[config.mk]
export PLATFORM = sky130hd
export DESIGN_NAME = alu_flag_stage
export DESIGN_NICKNAME = d
export VERILOG_FILES = /design/src/rtl/alu_pkg.sv /design/src/rtl/alu_flag_calc.sv /design/src/rtl/alu_flag_stage.sv
export SDC_FILE = /design/constraint.sdc
export NUM_CORES = 1
export LEC_CHECK = 0
export BUFFER_PORTS_ARGS = -buffer_cell sky130_fd_sc_hd__buf_2
export CAP_MARGIN = 20
export CORE_MARGIN = 1.5
export CORE_UTILIZATION = 39
export DETAILED_ROUTE_END_ITERATION = 8
export GPL_TIMING_DRIVEN = 0
export HOLD_SLACK_MARGIN = 0.03
export PLACE_DENSITY = 0.61
export SYNTH_ARGS = -nofsm -noshare
export SYNTH_HDL_FRONTEND = slang
export SYNTH_SLANG_ARGS = --single-unit
[constraint.sdc]
create_clock -name clk -period 7.2 [get_ports clk]
set_clock_uncertainty 0.15 [all_clocks]
set_input_delay 0.72 -clock clk [delete_from_list [all_inputs] [get_ports clk]]
set_output_delay 0.72 -clock clk [all_outputs]
set_load 0.01 [all_outputs]
[src/rtl/alu_pkg.sv]
// Shared definitions for the ALU result/flag stage: flag bit positions
// inside the 4-bit flag vector and the packed FIFO entry layout.
package alu_pkg;

    localparam int FLAG_Z = 0;
    localparam int FLAG_N = 1;
    localparam int FLAG_C = 2;
    localparam int FLAG_V = 3;

    typedef struct packed {
        logic [7:0] result;
        logic [3:0] flags;
    } alu_entry_t;

endpackage

[src/rtl/alu_flag_calc.sv]
// Combinational Z/N/C/V derivation from the adder operands and outputs.
// C is the raw adder carry-out; for subtract C=1 means no borrow.
module alu_flag_calc
    import alu_pkg::*;
(
    input  logic [7:0] a,
    input  logic [7:0] b,
    input  logic       sub,
    input  logic [7:0] sum,
    input  logic       cout,
    output logic [3:0] flags
);

    logic [7:0] b_eff;
    logic       unused_low;

    assign b_eff      = sub ? ~b : b;
    // Only the sign bits feed the overflow test.
    assign unused_low = ^{a[6:0], b_eff[6:0]};

    // Flag vector {V,C,N,Z}.
    always_comb begin
        flags         = '0;
        flags[FLAG_Z] = (sum == 8'h00);
        flags[FLAG_N] = sum[7];
        flags[FLAG_C] = cout;
        flags[FLAG_V] = (a[7] == b_eff[7]) && (sum[7] != a[7]);
    end

endmodule

[src/rtl/alu_flag_stage.sv]
// Registered result/flag stage behind the 8-bit adder: in-order FIFO of
// {sum, flags} with valid/ready on both sides.
// Optional feature macro: ALU_STICKY_V_EN adds sticky_v / sticky_clr.
module alu_flag_stage
    import alu_pkg::*;
#(
    parameter int DEPTH = 2
) (
    input  logic       clk,
    input  logic       rst_n,
    input  logic       in_valid,
    output logic       in_ready,
    input  logic [7:0] in_a,
    input  logic [7:0] in_b,
    input  logic       in_sub,
    input  logic [7:0] in_sum,
    input  logic       in_cout,
    input  logic       flush,
    output logic       out_valid,
    input  logic       out_ready,
    output logic [7:0] out_result,
`ifdef ALU_STICKY_V_EN
    output logic [3:0] out_flags,
    output logic       sticky_v,
    input  logic       sticky_clr
`else
    output logic [3:0] out_flags
`endif
);

    localparam int            AW       = $clog2(DEPTH);
    localparam logic [AW:0]   FULL_CNT = (AW+1)'(DEPTH);

    alu_entry_t      mem [DEPTH];
    alu_entry_t      in_entry;
    alu_entry_t      head_q;
    alu_entry_t      head_n;
    logic [AW-1:0]   wr_ptr;
    logic [AW-1:0]   rd_ptr;
    logic [AW-1:0]   rd_ptr_n;
    logic [AW:0]     count;
    logic [AW:0]     count_n;
    logic [3:0]      in_flags;
    logic            push;
    logic            pop;

    alu_flag_calc u_flag_calc (
        .a     (in_a),
        .b     (in_b),
        .sub   (in_sub),
        .sum   (in_sum),
        .cout  (in_cout),
        .flags (in_flags)
    );

    assign in_entry   = '{result: in_sum, flags: in_flags};
    assign in_ready   = (count < FULL_CNT);
    assign out_valid  = (count != '0);
    assign push       = in_valid && in_ready && !flush;
    assign pop        = out_valid && out_ready && !flush;
    assign out_result = head_q.result;
    assign out_flags  = head_q.flags;

    // Next occupancy / read pointer, and the entry that will sit at the head.
    // A push landing in the slot that becomes the head is forwarded so the
    // registered head never shows a stale slot; an empty FIFO holds the head.
    always_comb begin
        count_n  = count;
        rd_ptr_n = rd_ptr;
        if (flush) begin
            count_n  = '0;
            rd_ptr_n = '0;
        end else begin
            if (push && !pop)
                count_n = count + (AW+1)'(1);
            else if (pop && !push)
                count_n = count - (AW+1)'(1);
            if (pop)
                rd_ptr_n = rd_ptr + AW'(1);
        end
        head_n = head_q;
        if (count_n != '0)
            head_n = (push && (wr_ptr == rd_ptr_n)) ? in_entry : mem[rd_ptr_n];
    end

    // Pointer, count and head registers.
    always_ff @(posedge clk or negedge rst_n) begin
        if (!rst_n) begin
            wr_ptr <= '0;
            rd_ptr <= '0;
            count  <= '0;
            head_q <= '0;
        end else begin
            if (flush)
                wr_ptr <= '0;
            else if (push)
                wr_ptr <= wr_ptr + AW'(1);
            rd_ptr <= rd_ptr_n;
            count  <= count_n;
            head_q <= head_n;
        end
    end

    // Entry storage.
    always_ff @(posedge clk or negedge rst_n) begin
        if (!rst_n) begin
            for (int i = 0; i < DEPTH; i++)
                mem[i] <= '0;
        end else if (push) begin
            mem[wr_ptr] <= in_entry;
        end
    end

`ifdef ALU_STICKY_V_EN
    // Accumulated overflow; a V=1 push beats a simultaneous clear, flush ignored.
    always_ff @(posedge clk or negedge rst_n) begin
        if (!rst_n)
            sticky_v <= 1'b0;
        else if (push && in_flags[FLAG_V])
            sticky_v <= 1'b1;
        else if (sticky_clr)
            sticky_v <= 1'b0;
    end
`endif

endmodule

==> results of run 1 <==
## through the flow
| stage | hold WS, ps | util, % |
|---|---|---|
| finish | 351 | 46.4 |
| global placement | 334 | 44.7 |
| detailed placement | 340 | 44.7 |
| floorplan | 274 | - |
| CTS | 356 | 46.4 |
| global route | 373 | 46.4 |
## worst reg2reg max path: cells and delay by family, from the launching register on
family                     cells  cell delay [ps]
DFF                            1              410
muxes                          4             1220
adders and majority gates      1              230
and+or+nand+nor                1              120
buffers and inverters          3              470
## flip-flops by register name (all words and copies together), names as in the netlist
register    flops
mem            22
out_result      7
out_flags       4
count           2
rd_ptr          1
wr_ptr          1
## power groups by stage
stage / clock network [mW] / logic, mW / registers (mW)
2_1_floorplan: 0 / 0.301 / 0.366
3_3_place_gp: 0 / 0.398 / 0.354
3_5_place_dp: 0 / 0.411 / 0.363
4_1_cts: 0.141 / 0.413 / 0.359
5_1_grt: 0.150 / 0.448 / 0.374
6_report: 0.135 / 0.406 / 0.359
## Yosys cell counts
master,instances
sky130_fd_sc_hd__mux2_2,38
sky130_fd_sc_hd__dfrtp_1,37
sky130_fd_sc_hd__mux2i_1,10
sky130_fd_sc_hd__mux2_4,7
sky130_fd_sc_hd__inv_1,6
sky130_fd_sc_hd__nor2_1,6
sky130_fd_sc_hd__xor2_1,4
sky130_fd_sc_hd__a21oi_1,3
sky130_fd_sc_hd__buf_2,2
sky130_fd_sc_hd__buf_4,2
sky130_fd_sc_hd__buf_6,2
sky130_fd_sc_hd__clkbuf_1,2
sky130_fd_sc_hd__mux2_1,2
sky130_fd_sc_hd__nor2b_1,2
sky130_fd_sc_hd__nor4_1,2
sky130_fd_sc_hd__a221oi_1,1
sky130_fd_sc_hd__a22oi_1,1
sky130_fd_sc_hd__a41oi_1,1
sky130_fd_sc_hd__ha_1,1
sky130_fd_sc_hd__nand2_1,1
sky130_fd_sc_hd__nand2b_1,1
sky130_fd_sc_hd__nand2b_2,1
sky130_fd_sc_hd__nor2b_2,1
sky130_fd_sc_hd__nor3_1,1
sky130_fd_sc_hd__nor3_2,1
sky130_fd_sc_hd__nor3b_4,1
sky130_fd_sc_hd__o21a_1,1
sky130_fd_sc_hd__xnor2_1,1
## worst paths after layout
kind,from,to,slack [ps],cells after the start
worst min-delay path,out_flags[2]$_DFFE_PN0P_,out_flags[2]$_DFFE_PN0P_,350,1
worst min register to register,out_flags[2]$_DFFE_PN0P_,out_flags[2]$_DFFE_PN0P_,350,1
min in group asynchronous,rst_n,out_flags[2]$_DFFE_PN0P_,370,1
worst max-delay path,count[0]$_DFF_PN0_,out_result[5]$_DFFE_PN0P_,4470,9
worst max register to register,count[0]$_DFF_PN0_,out_result[5]$_DFFE_PN0P_,4470,9
max in group asynchronous,rst_n,mem[7]$_DFFE_PN0P_,6020,1
## routing by layer
metal | wire (microns) | GRT usage, % | up-vias | share of wire [%]
met3 | 135 | 4.44 | 5 | 3.9
met5 | 0 | 0 | - | 0
met2 | 1810 | 25.6 | 22 | 52
met1 | 1480 | 18.5 | 582 | 43
met4 | 40 | 5.45 | 0 | 1.2
li1 | - | - | 554 | -
## cell families (layout without fill, tap and decap cells)
family                     Yosys count  count (layout)  share of synthesized area, %
AOI/OAI and AO/OA                    7               7                          2.54
buffers and inverters               14              51                          4.14
and+or+nand+nor                     17              17                          5.82
muxes                               57              57                          35.0
adders and majority gates            1               1                         0.668
xor gates and xnor gates             5               5                          2.34
DFF                                 37              37                          49.5
## area by class of cell
| type | instances | area share [%] |
|---|---|---|
| Sequential cell | 37 | 42.8 |
| Inverter | 6 | 1.04 |
| Tap cell | 54 | 3.12 |
| Buffer | 8 | 2.54 |
| Timing Repair Buffer | 29 | 6.71 |
| Multi-Input combinational cell | 87 | 40.1 |
| Clock buffer | 8 | 3.70 |
==> results.txt, run 1 <==
----------------------------------------------------
[Status]
  Run status ... completed

[Drt]
  Router iterations before antenna repair ... 4
  Total number of vias ... 1,163
  Post-DR wirelength/cell ... 15.2 microns
  Total wire length ... 3470 microns
  Antenna-violating nets left ... 0
  Vias per cell ... 5.08
  Drt initial violations ... 25
  DRC violations left ... 0

[Pwr]
  Share of total power in the clock network ... 15.0%
  Psw ... 0.283 mW
  Final Total Pwr ... 0.900 mW
  Share of total power consumed by net switching ... 31.4%
  Internal power summed over all cells ... 0.617 mW
  Leakage power summed over all cells ... 1.02 nW
  Worst vdd rail ir drop ... 168 uV
  Sequential power share ... 39.9%
  Ratio of total power to cell area ... 416 mW/mm^2
  Combinational share of power ... 45.1%

[Floorplanning]
  Starting density of the core ... 40.2%
  Area enclosed by the die boundary ... 0.00522 sq mm
  Floorplan Core Area ... 0.00466 sq mm
  Num ports ... 45
  # rows ... 25
  Die span in x ... 72.3 microns
  Height of the chip ... 72.3 microns

[Cells and area]
  Final cell count without fillers ... 229
  Signed area change from the synthesized netlist to the final layout ... 15.6%
  Commonest cells after routing, fill and taps aside ... sky130_fd_sc_hd__mux2_2, sky130_fd_sc_hd__dfrtp_1, sky130_fd_sc_hd__buf_2
  Final net count ... 206
  Sequential cell area in the final layout ... 926 sq um
  Final antenna diode count ... 0
  Most common cell after layout, fill and taps aside ... sky130_fd_sc_hd__mux2_2
  Final standard cell area without fillers ... 0.00216 sq mm
  Filler cell count ... 430
  Area of the multi-input gates ... 868 sq um
  Share of cells above drive strength 1 ... 50.9%

[Yosys]
  Synth area leaders ... sky130_fd_sc_hd__dfrtp_1, sky130_fd_sc_hd__mux2_2, sky130_fd_sc_hd__mux2_4
  Synth warnings ... 0
  Total nets after synthesis ... 170
  Number of instances in the synthesized netlist ... 138
  Fraction of synthesized cell area taken by the top area cell type ... 49.5%
  Total standard cell area after synthesis ... 0.00187 sq mm
  Post-Synthesis Mean Instance Area ... 13.6 sq um
  Largest area contributor in the netlist ... sky130_fd_sc_hd__dfrtp_1
  Register area share after synthesis ... 49.5%
  Post-synthesis register bit count ... 37
  Count of distinct cell types in the synthesized netlist ... 28

[STA]
  Fmax achieved ... 367 MHz
  Crit path time final ... 2730 ps
  Fin crit share ... 37.9%
  Count of pins over their slew limit ... 0
  Worst rel slew slack ... 46.5%
  Tightest Pin Transition ... 803 ps
  Number of failing setup endpoints in the final timing report ... 0
  RSZ-0062 raised after global routing ... no
  PnR worst setup slack ... 4470 ps
  Setup tns final ... 0 ps
  Hold Fails Final Rpt ... 0

[Clocking]
  Post-CTS Resized ... 0
  Number of H-tree levels ... 2
  Clock buffers created by TritonCTS ... 5
  Number of buffers inserted by post-CTS setup repair ... 0
  Hold-fix buffers, CTS ... 0
  Number of buffers between clock root and the deepest sink ... 2
  TritonCTS clock tree ... yes
  Clock sink total ... 37
  Register clock-pin slew on the reported worst setup and hold paths ... 70 ps
  CTS root buffer ... sky130_fd_sc_hd__clkbuf_8
  Worst-Skew Late Latency ... 290 ps

[Critical path]
  Crit path max fanout ... 10
  Worst Path Class, Setup ... reg2reg
  Launching element type of the critical path ... register
  Slowest cell delay on critical path ... 410 ps
  Data required time of the worst path ... 7220 ps
  Crit path cell chain ... inv_1, ha_1, nor2b_2, buf_6, mux2i_1, buf_6, mux2_4, mux2_2, mux2_2
  Slowest stage cell, crit path ... sky130_fd_sc_hd__dfrtp_1
  Largest delay contributor family on the critical path ... multiplexers
  Number of buffers and inverters on the critical path ... 3
  Type of element capturing the critical path ... register
  Crit path arrival time ... 2750 ps

[Place]
  Gpl congestion ... 0.768
  Final HPWL DP ... 2480 microns
  Count of buffers inserted at the top-level ports ... 29
  Post-Place Setup Slack ... 4380 ps
  Post-placement cell count ... 221
  Cell area after placement ... 0.00208 sq mm

[Min path]
  Class of the most critical hold timing path ... reg2reg

[Global route]
  Number of global-route vias before repair ... 1,243
  Global router's overall resource usage ... 15.2%
  Pin count of the biggest net entering global routing ... 38
  Number of antenna violations at the first check in global routing ... 0
  First-pass GRT wire length ... 6000 microns
  Sum of overflow across all layers after global routing ... 0

[Job]
  Max_cap viols ... 0

----------------------------------------------------
Note: power is estimated with default switching activity, not from simulation.
==> run 2, diff against run 1 <==
ABC_AREA = 1   (was default)
clock period = 2.68 ns   (was 7.2 ns; I/O delays follow)
==> run 2 against run 1 <==
Net effect:
- maximum frequency rose by 49%
- first-iteration DRC count grew to 4.1 times the previous value
- worst hold slack worse by 240 ps
- core utilization rose by 2.0 points
- non-clock buffer count rose by 8
- sequential share of layout area down 3.4 points
- sequential power is 130% higher
==> results.txt, run 2 <==
----------------------------------------------------
[STA]
  Worst rel slew slack ... 44.6%
  Hold Fails Final Rpt ... 0
  Crit path time final ... 1830 ps
  RSZ-0062 raised after global routing ... no
  Count of pins over their slew limit ... 0
  Fin crit share ... 68.2%
  Tightest Pin Transition ... 830 ps
  Setup tns final ... 0 ps
  Number of failing setup endpoints in the final timing report ... 0
  Fmax achieved ... 547 MHz

[Yosys]
  Largest area contributor in the netlist ... sky130_fd_sc_hd__dfrtp_1
  Share of flip-flops with an asynchronous set or reset ... 100%
  Number of enable flip-flop cells after synthesis ... 0
  Post-synthesis register bit count ... 37
  Post-Synthesis Mean Instance Area ... 7.57 sq um
  Synth warnings ... 0
  Most instantiated cells after synthesis ... sky130_fd_sc_hd__nand2_1, sky130_fd_sc_hd__dfrtp_1, sky130_fd_sc_hd__nand3_1
  Leading register cell type out of synthesis ... sky130_fd_sc_hd__dfrtp_1
  Number of instances in the synthesized netlist ... 265
  Synth area leaders ... sky130_fd_sc_hd__dfrtp_1, sky130_fd_sc_hd__nand2_1, sky130_fd_sc_hd__nand3_1
  Total nets after synthesis ... 297
  Register area share after synthesis ... 46.2%
  Cell with the most instances after synthesis ... sky130_fd_sc_hd__nand2_1
  Total standard cell area after synthesis ... 0.00201 sq mm
  Count of distinct cell types in the synthesized netlist ... 19
  Fraction of synthesized cell area taken by the top area cell type ... 46.2%

[Place]
  Final HPWL DP ... 3320 microns
  Cell area after placement ... 0.00224 sq mm
  Gpl congestion ... 0.777
  Count of buffers inserted at the top-level ports ... 30

[Critical path]
  Slowest cell delay on critical path ... 390 ps
  Worst Path Class, Setup ... reg2reg
  Data required time of the worst path ... 2720 ps
  Type of element capturing the critical path ... register
  Slowest stage cell, crit path ... sky130_fd_sc_hd__dfrtp_1
  Launching element type of the critical path ... register
  Worst reg-to-reg path cell count ... 12
  Crit path cell chain ... inv_2, ha_1, inv_2, nand2_2, nand2_2, nand3_1, nand3_1, buf_4, nand2_1, nand2_1, nand2_1, nand2_1
  Crit path arrival time ... 1870 ps
  Crit path max fanout ... 10
  Critical Path Most Common Cell ... sky130_fd_sc_hd__nand2_1

[Pwr]
  Psw ... 0.651 mW
  Leakage power summed over all cells ... 1.32 nW
  Worst vdd rail ir drop ... 356 uV
  Ratio of total power to cell area ... 791 mW/mm^2
  Combinational share of power ... 32.4%
  Share of total power in the clock network ... 23.6%
  Internal power summed over all cells ... 1.21 mW
  Sequential power share ... 44.0%
  Share of total power consumed by net switching ... 35.0%

[Clocking]
  Clock sink total ... 37
  Worst-Skew Late Latency ... 300 ps
  TritonCTS clock tree ... yes
  Number of H-tree levels ... 2
  Register clock-pin slew on the reported worst setup and hold paths ... 80 ps
  CTS root buffer ... sky130_fd_sc_hd__clkbuf_8
  Number of buffers between clock root and the deepest sink ... 2
  Post-CTS Resized ... 0
  Clock buffers created by TritonCTS ... 5

[Status]
  Run status ... completed

[Min path]
  Worst Hold Depth ... 3
  Class of the most critical hold timing path ... in2reg

[Cells and area]
  Final antenna diode count ... 0
  Commonest cells after routing, fill and taps aside ... sky130_fd_sc_hd__nand2_1, sky130_fd_sc_hd__dfrtp_1, sky130_fd_sc_hd__buf_2
  Filler cell count ... 499
  Final standard cell area without fillers ... 0.00235 sq mm
  Flip-flop count of the largest register, all copies and words added ... 22
  Reg with most FFs ... mem
  Signed area change from the synthesized netlist to the final layout ... 17.2%
  Share of cells above drive strength 1 ... 23.7%
  Final net count ... 335
  Most common cell after layout, fill and taps aside ... sky130_fd_sc_hd__nand2_1

[Global route]
  Global router's overall resource usage ... 19.0%
  Sum of overflow across all layers after global routing ... 0
  Pin count of the biggest net entering global routing ... 38
  First-pass GRT wire length ... 7800 microns
  Number of global-route vias before repair ... 1,724
  Number of antenna violations at the first check in global routing ... 0

[Drt]
  Total number of vias ... 1,799
  Total wire length ... 4800 microns
  DRC violations left ... 0
  Antenna-violating nets left ... 0
  Vias per cell ... 4.85
  Post-DR wirelength/cell ... 12.9 microns
  Drt initial violations ... 102
  Router iterations before antenna repair ... 6

[Floorplanning]
  Floorplan Core Area ... 0.00485 sq mm
  Num ports ... 45
  Height of the chip ... 74.7 microns
  # rows ... 25
  Area enclosed by the die boundary ... 0.00558 sq mm
  Die span in x ... 74.7 microns
  Starting density of the core ... 41.4%

[Job]
  Max_cap viols ... 0

----------------------------------------------------
[run 2: final cells by class]
type	count	area, sq um	area share (%)
repair buffers	31	160	6.81
multi-input cells	188	878	37.4
flip-flops and latches	37	926	39.4
clock buffers	7	96.3	4.10
plain buffers	14	104	4.42
inverters	26	97.6	4.15
clock inverters	1	5.00	0.213
well taps	67	83.8	3.57
[run 2: critical path: cells and delay by family, from the launching register on]
family | cells | cell delay, ps
adder cells (fa/ha/maj) | 1 | 200
flip-flops | 1 | 390
AND/OR/NAND/NOR | 8 | 620
buffers and inverters | 3 | 350
[run 2: cells by family after synthesis]
group,after synthesis,share of synthesized area (%)
adder cells (fa/ha/maj),1,0.624
AO/OA/AOI/OAI,21,5.36
flip-flops,37,46.2
AND/OR/NAND/NOR,166,37.8
buffers and inverters,40,10.0
[run 2: worst paths after layout]
| kind | startpoint | endpoint | slack (ps) |
|---|---|---|---|
| worst min register to register | mem[12]$_DFFE_PN0P_ | mem[12]$_DFFE_PN0P_ | 330 |
| worst max register to register | count[1]$_DFF_PN0_ | out_result[1]$_DFFE_PN0P_ | 850 |
| max in group asynchronous | rst_n | mem[2]$_DFFE_PN0P_ | 1390 |
| worst max-delay path | count[1]$_DFF_PN0_ | out_result[1]$_DFFE_PN0P_ | 850 |
| min in group asynchronous | rst_n | mem[1]$_DFFE_PN0P_ | 460 |
| worst min-delay path | in_sum[6] | mem[22]$_DFFE_PN0P_ | 110 |
[run 2: stage by stage]
stage / util (%) / hold slack [ps] / cells / worst slack (ps) / power [mW]
final: 48.5 / 110 / 371 / 853 / 1.86
after floorplan: - / -178 / 265 / 1010 / 1.23
after global routing: 48.5 / 113 / 371 / 676 / 2.01
after detailed placement: 46.2 / 266 / 362 / 877 / 1.43
after global placement: 46.2 / 271 / 362 / 880 / 1.42
after CTS: 48.5 / 100 / 371 / 856 / 1.87
[run 2: timing repair]
| item | CTS | global route |
|---|---|---|
| hold endpoints to repair | 37 | 0 |
| hold buffers | 1 | 0 |
| buffers inserted | 0 | 0 |
[run 2: routing by layer]
layer / track usage (%) / share of wire (%) / vias up / wire length, microns
li1: - / - / 928 / -
met1: 23.9 / 47 / 813 / 2230
met2: 30.3 / 46 / 48 / 2220
met3: 5.35 / 4.9 / 10 / 236
met4: 8.89 / 2.3 / 0 / 111
met5: 0 / 0 / - / 0
[run 2: power groups by stage]
stage               clock, mW  combinational, mW  sequential, mW
floorplan                   0              0.375           0.852
global placement            0              0.596           0.823
detailed placement          0              0.602           0.828
CTS                     0.449              0.606           0.819
global route            0.485              0.691           0.839
finish                  0.439              0.602           0.819
==> run 3, diff against run 2 <==
clock period = 1.9 ns   (was 2.68 ns; I/O delays follow)
==> run 3 against run 2 <==
Net effect:
- register-to-register slack got worse by 670 ps
- clock power increased by 40%
- worst hold slack got worse by 70 ps
- combinational power increased by 45%
- setup slack got worse by 670 ps
- count of clock-buffer cells in the layout unchanged
- core utilization increased by 0.93 points
- critical path depth decreased by 1
- non-clock buffer count increased by 1
- die area unchanged
- sequential power increased by 42%
- largest cell class unchanged
- largest power group unchanged
==> results.txt, run 3 (synthesized netlist as in run 2, its figures left out) <==
----------------------------------------------------
[Job]
  Max_cap viols ... 0

[Critical path]
  Launching element type of the critical path ... register
  Type of element capturing the critical path ... register
  Register-to-Register Setup Slack ... 180 ps
  Worst Path Class, Setup ... reg2reg
  Crit path arrival time ... 1750 ps
  Data required time of the worst path ... 1930 ps
  Crit path max fanout ... 10
  Start point of the critical path ... count[1]$_DFF_PN0_
  FF-to-FF Start ... count[1]$_DFF_PN0_

[Floorplanning]
  Die span in x ... 74.7 microns
  Area enclosed by the die boundary ... 0.00558 sq mm
  Starting density of the core ... 41.4%
  Floorplan Core Area ... 0.00485 sq mm
  # rows ... 25
  Height of the chip ... 74.7 microns
  Num ports ... 45

[Min path]
  Class of the most critical hold timing path ... in2reg
  Worst min-delay path startpoint ... in_sum[6]

[Pwr]
  Psw ... 0.923 mW
  Share of total power consumed by net switching ... 34.9%
  Sequential power share ... 43.7%
  Worst vdd rail ir drop ... 503 uV
  Internal power summed over all cells ... 1.72 mW
  Combinational share of power ... 33.1%
  Share of total power in the clock network ... 23.2%
  Ratio of total power to cell area ... 1100 mW/mm^2
  Leakage power summed over all cells ... 1.33 nW

[Global route]
  First-pass GRT wire length ... 7810 microns
  Number of antenna violations at the first check in global routing ... 0
  Number of global-route vias before repair ... 1,724
  Pin count of the biggest net entering global routing ... 38
  Global router's overall resource usage ... 19.0%
  Sum of overflow across all layers after global routing ... 0

[Cells and area]
  Reg with most FFs ... mem
  Share of cells above drive strength 1 ... 24.6%
  Flip-flop count of the largest register, all copies and words added ... 22
  Signed area change from the synthesized netlist to the final layout ... 19.5%
  Final standard cell area without fillers ... 0.00240 sq mm
  Final net count ... 336
  Final antenna diode count ... 0
  Final cell count without fillers ... 372
  Commonest cells after routing, fill and taps aside ... sky130_fd_sc_hd__nand2_1, sky130_fd_sc_hd__dfrtp_1, sky130_fd_sc_hd__buf_2
  Most common cell after layout, fill and taps aside ... sky130_fd_sc_hd__nand2_1

[Clocking]
  TritonCTS clock tree ... yes
  Clock buffers created by TritonCTS ... 5
  Number of H-tree levels ... 2
  Worst-Skew Late Latency ... 290 ps
  Number of buffers between clock root and the deepest sink ... 2
  Register clock-pin slew on the reported worst setup and hold paths ... 70 ps
  Clock sink total ... 37
  CTS root buffer ... sky130_fd_sc_hd__clkbuf_8

[Drt]
  Drt initial violations ... 74
  Vias per cell ... 4.90
  Total wire length ... 4850 microns
  Total number of vias ... 1,821
  Post-DR wirelength/cell ... 13.0 microns
  Router iterations before antenna repair ... 4
  Antenna-violating nets left ... 0
  DRC violations left ... 0

[STA]
  Worst rel slew slack ... 44.0%
  Crit path time final ... 1720 ps
  Count of pins over their slew limit ... 0
  Fmax achieved ... 582 MHz
  Tightest Pin Transition ... 841 ps
  Number of failing setup endpoints in the final timing report ... 0
  Fin crit share ... 90.5%
  Setup tns final ... 0 ps
  Hold Fails Final Rpt ... 0
  PnR worst setup slack ... 181 ps
  RSZ-0062 raised after global routing ... no

[Status]
  Run status ... completed

[Place]
  Post-placement cell count ... 362
  Cell area after placement ... 0.00224 sq mm
  Post-Place Setup Slack ... 97.0 ps
  Count of buffers inserted at the top-level ports ... 30
  Gpl congestion ... 0.777
  Final HPWL DP ... 3320 microns

----------------------------------------------------
[run 3: area by class of cell]
| type | instances | area (sq um) |
|---|---|---|
| clock inverters | 1 | 5.00 |
| multi-input cells | 188 | 906 |
| clock buffers | 7 | 96.3 |
| well taps | 67 | 83.8 |
| inverters | 26 | 97.6 |
| fillers | 491 | 2450 |
| flip-flops and latches | 37 | 926 |
| repair buffers | 32 | 170 |
| plain buffers | 14 | 111 |
[run 3: final timing paths]
check	end	cells past startpoint
max reg2reg	out_result[1]$_DFFE_PN0P_	11
max in group asynchronous	out_result[6]$_DFFE_PN0P_	2
min	mem[22]$_DFFE_PN0P_	3
max	out_result[1]$_DFFE_PN0P_	11
min reg2reg	mem[12]$_DFFE_PN0P_	2
min in group asynchronous	mem[3]$_DFFE_PN0P_	2
[run 3: repair_timing]
item / in CTS / in global routing
gates resized for setup: 0 / 8
setup buffers: 0 / 0
endpoints found under the setup margin: 0 / 10
hold buffers: 2 / 0
endpoints found under the hold margin: 39 / 0
[run 3: power groups by stage]
stage / clock network [mW] / logic, mW / registers (mW)
floorplan: 0 / 0.528 / 1.20
global placement: 0 / 0.841 / 1.16
detailed placement: 0 / 0.849 / 1.17
CTS: 0.634 / 0.857 / 1.15
global route: 0.684 / 0.999 / 1.18
finish: 0.614 / 0.874 / 1.16
[run 3: routing by layer]
metal	vias up	track usage, %	routed length [microns]
met5	-	0	0
met2	48	30.3	2230
li1	928	-	-
met3	11	5.35	219
met4	0	8.89	114
met1	834	24.0	2290
[run 3: stage by stage]
| step | hold WS (ps) | utilization (%) | power, mW |
|---|---|---|---|
| finish | 40.4 | 49.4 | 2.64 |
| global route | 34.8 | 49.4 | 2.87 |
| CTS | 33.8 | 48.7 | 2.65 |
| detailed placement | 188 | 46.2 | 2.02 |
| global placement | 193 | 46.2 | 2.00 |
| floorplan | -256 | - | 1.73 |
[run 3: worst max-delay path: stages, from the launching register on]
cell and delay [ps]:
sky130_fd_sc_hd__dfrtp_1 370, sky130_fd_sc_hd__inv_2 70, sky130_fd_sc_hd__ha_4 160, sky130_fd_sc_hd__inv_2 90, sky130_fd_sc_hd__nand3_2 130, sky130_fd_sc_hd__nand3_1 110, sky130_fd_sc_hd__nand3_1 110, sky130_fd_sc_hd__buf_6 170
sky130_fd_sc_hd__nand2_1 60, sky130_fd_sc_hd__nand2_1 60, sky130_fd_sc_hd__nand2_1 80, sky130_fd_sc_hd__nand2_1 50
